`config.mk`:
```
export PLATFORM = sky130hd
export DESIGN_NAME = pc_sequencer
export DESIGN_NICKNAME = d
export VERILOG_FILES = /design/src/rtl/acdc_pkg.sv /design/src/rtl/branch_lut.sv /design/src/rtl/pc_sequencer.sv
export SDC_FILE = /design/constraint.sdc
export NUM_CORES = 1
export LEC_CHECK = 0
export ABC_AREA = 1
export CORE_MARGIN = 2
export CORE_UTILIZATION = 45
export CTS_CLUSTER_SIZE = 14
export DETAILED_ROUTE_END_ITERATION = 8
export GPL_TIMING_DRIVEN = 0
export PLACE_DENSITY = 0.62
export SLEW_MARGIN = 10
export SYNTH_ARGS = -nofsm -noshare
export SYNTH_HDL_FRONTEND = slang
export SYNTH_SLANG_ARGS = --single-unit
```
`constraint.sdc`:
```
create_clock -name CLK -period 18.3 [get_ports CLK]
set_input_delay 5.49 -clock CLK [delete_from_list [all_inputs] [get_ports CLK]]
set_output_delay 5.49 -clock CLK [all_outputs]
set_load 0.01 [all_outputs]
```
`src/rtl/acdc_pkg.sv`:
```
// Shared definitions for the ACDC 9-bit processor: machine widths, the
// program start address and the run-control state encoding.
package acdc_pkg;

    localparam int PW     = 10;
    localparam int LUT_AW = 5;
    localparam int CW     = 16;

    localparam logic [PW-1:0] START_ADDR = 10'd0;

    typedef enum logic [1:0] {
        ST_IDLE = 2'd0,
        ST_RUN  = 2'd1,
        ST_WAIT = 2'd2,
        ST_HALT = 2'd3
    } seq_state_t;

endpackage

```
`src/rtl/branch_lut.sv`:
```
// Branch target lookup table: synchronous write, asynchronous read,
// whole array cleared asynchronously on reset.
module branch_lut #(
    parameter int AW = 5,
    parameter int DW = 10
) (
    input  logic          i_clk,
    input  logic          i_rst,
    input  logic          i_we,
    input  logic [AW-1:0] i_waddr,
    input  logic [DW-1:0] i_wdata,
    input  logic [AW-1:0] i_raddr,
    output logic [DW-1:0] o_rdata
);

    localparam int DEPTH = 1 << AW;

    logic [DW-1:0] r_mem [DEPTH];

    // Table storage; a same-cycle read of the written entry sees the old value.
    always_ff @(posedge i_clk or posedge i_rst) begin
        if (i_rst) begin
            for (int i = 0; i < DEPTH; i++) begin
                r_mem[i] <= {DW{1'b0}};
            end
        end else if (i_we) begin
            r_mem[i_waddr] <= i_wdata;
        end
    end

    assign o_rdata = r_mem[i_raddr];

endmodule

```
`src/rtl/pc_sequencer.sv`:
```
// Run-control and program-counter sequencer: start/halt handshake, one-cycle
// load stall, LUT-resolved branches, saturating cycle and retire counters.
module pc_sequencer #(
    parameter int              PW         = acdc_pkg::PW,
    parameter int              LUT_AW     = acdc_pkg::LUT_AW,
    parameter int              CW         = acdc_pkg::CW,
    parameter logic [PW-1:0]   START_ADDR = acdc_pkg::START_ADDR
) (
    input  logic              CLK,
    input  logic              reset,
    input  logic              start,
    input  logic              halt_req,
    input  logic              mem_stall_req,
    input  logic              branch_en,
    input  logic [LUT_AW-1:0] branch_idx,
    input  logic              lut_we,
    input  logic [LUT_AW-1:0] lut_waddr,
    input  logic [PW-1:0]     lut_wdata,
    output logic [PW-1:0]     PC,
    output logic              halt,
    output logic              running,
    output logic              stall,
    output logic [CW-1:0]     cycle_ct,
    output logic [CW-1:0]     inst_ct
);

    import acdc_pkg::*;

    seq_state_t  r_state;
    logic [PW-1:0] r_pc;
    logic          r_halt;
    logic          r_running;
    logic          r_stall;
    logic [CW-1:0] r_cycle_ct;
    logic [CW-1:0] r_inst_ct;
    logic [PW-1:0] w_lut_rdata;
    logic [PW-1:0] w_pc_next_seq;

    function automatic logic [CW-1:0] sat_inc(input logic [CW-1:0] v);
        sat_inc = (v == {CW{1'b1}}) ? v : v + {{(CW-1){1'b0}}, 1'b1};
    endfunction

    branch_lut #(
        .AW (LUT_AW),
        .DW (PW)
    ) u_branch_lut (
        .i_clk   (CLK),
        .i_rst   (reset),
        .i_we    (lut_we),
        .i_waddr (lut_waddr),
        .i_wdata (lut_wdata),
        .i_raddr (branch_idx),
        .o_rdata (w_lut_rdata)
    );

    assign w_pc_next_seq = r_pc + {{(PW-1){1'b0}}, 1'b1};

    // Run-control FSM, PC and counters; status flags track the next state.
    always_ff @(posedge CLK or posedge reset) begin
        if (reset) begin
            r_state    <= ST_IDLE;
            r_pc       <= START_ADDR;
            r_halt     <= 1'b0;
            r_running  <= 1'b0;
            r_stall    <= 1'b0;
            r_cycle_ct <= {CW{1'b0}};
            r_inst_ct  <= {CW{1'b0}};
        end else if (start) begin
            r_state    <= ST_RUN;
            r_pc       <= START_ADDR;
            r_halt     <= 1'b0;
            r_running  <= 1'b1;
            r_stall    <= 1'b0;
            r_cycle_ct <= {CW{1'b0}};
            r_inst_ct  <= {CW{1'b0}};
        end else begin
            case (r_state)
                ST_IDLE: begin
                    r_state <= ST_IDLE;
                end
                ST_RUN: begin
                    r_cycle_ct <= sat_inc(r_cycle_ct);
                    if (halt_req) begin
                        r_state   <= ST_HALT;
                        r_halt    <= 1'b1;
                        r_running <= 1'b0;
                        r_inst_ct <= sat_inc(r_inst_ct);
                    end else if (mem_stall_req) begin
                        r_state <= ST_WAIT;
                        r_stall <= 1'b1;
                    end else if (branch_en) begin
                        r_pc      <= w_lut_rdata;
                        r_inst_ct <= sat_inc(r_inst_ct);
                    end else begin
                        r_pc      <= w_pc_next_seq;
                        r_inst_ct <= sat_inc(r_inst_ct);
                    end
                end
                // The load completes here; a load is never a branch or halt.
                ST_WAIT: begin
                    r_state    <= ST_RUN;
                    r_stall    <= 1'b0;
                    r_pc       <= w_pc_next_seq;
                    r_cycle_ct <= sat_inc(r_cycle_ct);
                    r_inst_ct  <= sat_inc(r_inst_ct);
                end
                ST_HALT: begin
                    r_state <= ST_HALT;
                end
                default: begin
                    r_state   <= ST_IDLE;
                    r_halt    <= 1'b0;
                    r_running <= 1'b0;
                    r_stall   <= 1'b0;
                end
            endcase
        end
    end

    assign PC       = r_pc;
    assign halt     = r_halt;
    assign running  = r_running;
    assign stall    = r_stall;
    assign cycle_ct = r_cycle_ct;
    assign inst_ct  = r_inst_ct;

endmodule

```
==> results.ini <==
[worst_setup_path]
crit_path_cell_trace = clkdlybuf4s50_1 > inv_1 > buf_1 > nand3_1 > nand3_1 > nand2_1 > nand2_1 > nand3_1 > nand2_1 > nand2_1
cp_common_cell = nand2_1
r2r-start = cycle_ct[0]$_DFFE_PP0P_
max_stage_delay_ns = 0.65
r2r_slack_ns = 16.40
ff2ff_path_depth = 9
crit_type = in2reg
critPathSlowestCell = buf_1
cp_data_required_time_ns = 18.76
arrival_ns = 7.90
start_kind = primary input
cp-end-kind = register
reg2reg_to = cycle_ct[2]$_DFFE_PP0P_
crit_fanout = 10

[synth]
ys_ff_latch = 367
yosys.area.top_type = dfrtp_1
synth_top_family_by_area = simple AND/OR/NAND/NOR gates
synth.mux.area_fraction = 0
ys_seq_area_frac = 0.5119
yosysMostFrequentCell = nand2_1
synth_flop_cell = dfrtp_1
synth_xor_area_frac = 0.008298
synth-edff-count = 0
ys_types = 38
synth_area_um2 = 17940
synth_nets = 2352
yosysTopAreaCellShare = 0.5119
synth_fa_ha_area_frac = 0.004881
synth_compound_area_frac = 0.1320
netlist_instances = 2318
async_reset_ff_frac = 1.000
yosys-top-cells-area = dfrtp_1 51%, nand2_1 15%, o21ai_0 10%
synth_area_per_cell_um2 = 7.740
ys_warn_count = 0
synth_simple_gate_area_share = 0.2635
synth_common_cells = 715 x nand2_1, 375 x o21ai_0, 367 x dfrtp_1

[placement]
gp_congestion = 1.068
portBuffers = 68
placed_area_um2 = 19370
hpwl_mm = 49.34
place_ws_ns = 10.35

[clocking]
cts_max_path_buffers = 3
post_cts_buffers = 0
cts_tree = done
cts_resized = 0
clk_latency_ns = 0.59
cts_htree_levels = 2
cts_num_sinks = 367
cts_root_buf = clkbuf_16
cts_buffers = 42
cts_hold_buf = 0
path_clk_slew_ns = 0.06

[worst_hold_path]
hp-class = reg2reg
hold_end = running$_DFFE_PP0P_
holdCritStartpoint = running$_DFFE_PP0P_
min_path_cells = 2

[job]
cap_violations = 0

[sta]
drv_slew = 0
timing.fmax_ghz = 0.1344
finalCriticalPeriod_ns = 7.439
hold_viol_final = 0
tightest_slew_ns = 1.266
fin_crit_sh = 0.4065
fin_skew_ns = 0.02288
timing.hold.ws_ns = 0.4779
setup_viol = 0
maxSlewHeadroom = 0.1512
timing.final.ws_setup_ns = 10.86
grt_setup_unrepaired = false

[cells_and_area]
drive_above_1_share = 0.06613
nFillCells = 3843
diodes = 0
layout.area.seq_um2 = 9184
nets = 2467
multiInputGateArea_um2 = 7333
final_cell_area_um2 = 20940
areaGrowthSynthToFinish_pct = 16.72

[floorplanning]
core_um2 = 39550
initial_core_util = 0.4537
rows = 73
die_h_um = 203.7
boundaryPins = 72
die-area_um2 = 41490
die_x_um = 203.7

[drt]
wl_per_cell_um = 24.11
via_per_inst = 5.792
final_antenna_net_count = 0
drt_iter0_markers = 2208
vias = 17320
post-route-drc-count = 0
dr.pass1.iters = 8
wirelength_mm = 72.07

[global_route]
grt_pass1_vias = 16250
grt_pass1_wl_mm = 105.4
globalRouteTotalUtil = 0.3509
grt_max_degree = 111
antenna_found_initial = 2
grt-ovfl-total = 0

[pwr]
pwr-share-comb = 0.197
power_density_nw_per_um2 = 119.9
power.internal_uw = 1737
p_total_uw = 2510
power_leakage_uw = 0.009764
switching_power_uw = 773.7
seqPwrFrac = 0.424
p_clk_frac = 0.380
swShare = 0.3082
peakVddDrop_v = 0.00006963

[run_status]
status = finished clean

-- state kept, by name (all words and copies together), names as in the netlist --
register            cells
r_state                 2
cycle_ct               16
PC                     10
u_branch_lut.r_mem    320
inst_ct                16
running                 1
halt                    1
stall                   1
-- worst max path at each step --
stage / from / end / cells after the start
2_1_floorplan: reset / PC[0]$_DFFE_PP0P_ / 1
3_3_place_gp: reset / u_branch_lut.r_mem[55]$_DFFE_PP0P_ / 2
3_5_place_dp: branch_idx[2] / PC[9]$_DFFE_PP0P_ / 10
4_1_cts: branch_idx[2] / PC[9]$_DFFE_PP0P_ / 10
5_1_grt: branch_idx[2] / PC[0]$_DFFE_PP0P_ / 10
6_report: branch_idx[2] / PC[2]$_DFFE_PP0P_ / 10
-- layout by cell type, fill, tap and decap left out, types with 2 or more instances in the layout --
master,netlist,layout
a21oi_1,16,16
a31oi_1,2,2
buf_1,6,6
buf_16,0,3
buf_2,35,35
buf_4,11,11
buf_6,13,13
bufinv_16,0,7
clkbuf_1,90,95
clkbuf_16,0,45
clkbuf_2,4,4
clkbuf_8,0,13
clkdlybuf4s50_1,0,68
clkinv_2,0,3
clkinvlp_4,0,2
dfrtp_1,367,367
ha_1,7,7
inv_1,159,158
inv_2,9,9
nand2_1,715,715
nand3_1,202,202
nand3b_1,5,5
nand4_1,14,14
nor2_1,171,171
nor3_1,24,24
nor3_2,2,2
nor3_4,3,3
o211ai_1,22,22
o21ai_0,375,375
o21ai_1,18,18
o21ai_2,2,2
o31ai_1,15,15
or2_2,4,4
xnor2_1,3,3
xor2_1,14,14
-- power groups by stage --
stage / combinational, uW / clock, uW / sequential (uW)
2_1_floorplan: 298 / 0 / 1050
3_3_place_gp: 469 / 0 / 1070
3_5_place_dp: 482 / 0 / 1070
4_1_cts: 485 / 958 / 1060
5_1_grt: 548 / 994 / 1080
6_report: 493 / 953 / 1060
-- metal layers --
layer	vias up	global-route usage	share of wire
li1	7735	-	-
met1	8397	0.4936	0.41
met2	1004	0.5200	0.43
met3	179	0.08118	0.11
met4	2	0.1489	0.044
met5	-	0	0.00018
-- through the flow --
step,util,std cells,TNS (ns)
after floorplan,-,2318,0
after global placement,0.4875,2911,-752.91
after detailed placement,0.4898,2914,0
after CTS,0.5295,2990,0
after global routing,0.5295,2990,0
final,0.5295,2990,0
-- worst max-delay path: cells and delay by family --
family                 cells  cell delay (ns)
buffers and inverters      3             1.38
AND/OR/NAND/NOR            7             1.03
-- area by class of cell --
| type | instances | area share |
|---|---|---|
| flip-flops and latches | 367 | 0.4385 |
| multi-input cells | 1622 | 0.3502 |
| clock buffers | 63 | 0.06321 |
| plain buffers | 159 | 0.03746 |
| repair buffers | 71 | 0.03644 |
| well taps | 525 | 0.03137 |
| inverters | 170 | 0.03095 |
| clock inverters | 13 | 0.01189 |
-- cell families after synthesis --
group / count (synthesis)
and+or+nand+nor: 1146
AOI/OAI and AO/OA: 452
buffers and inverters: 329
DFF: 367
xor gates and xnor gates: 17
adders and majority gates: 7
(Power assumes the default switching activity.)
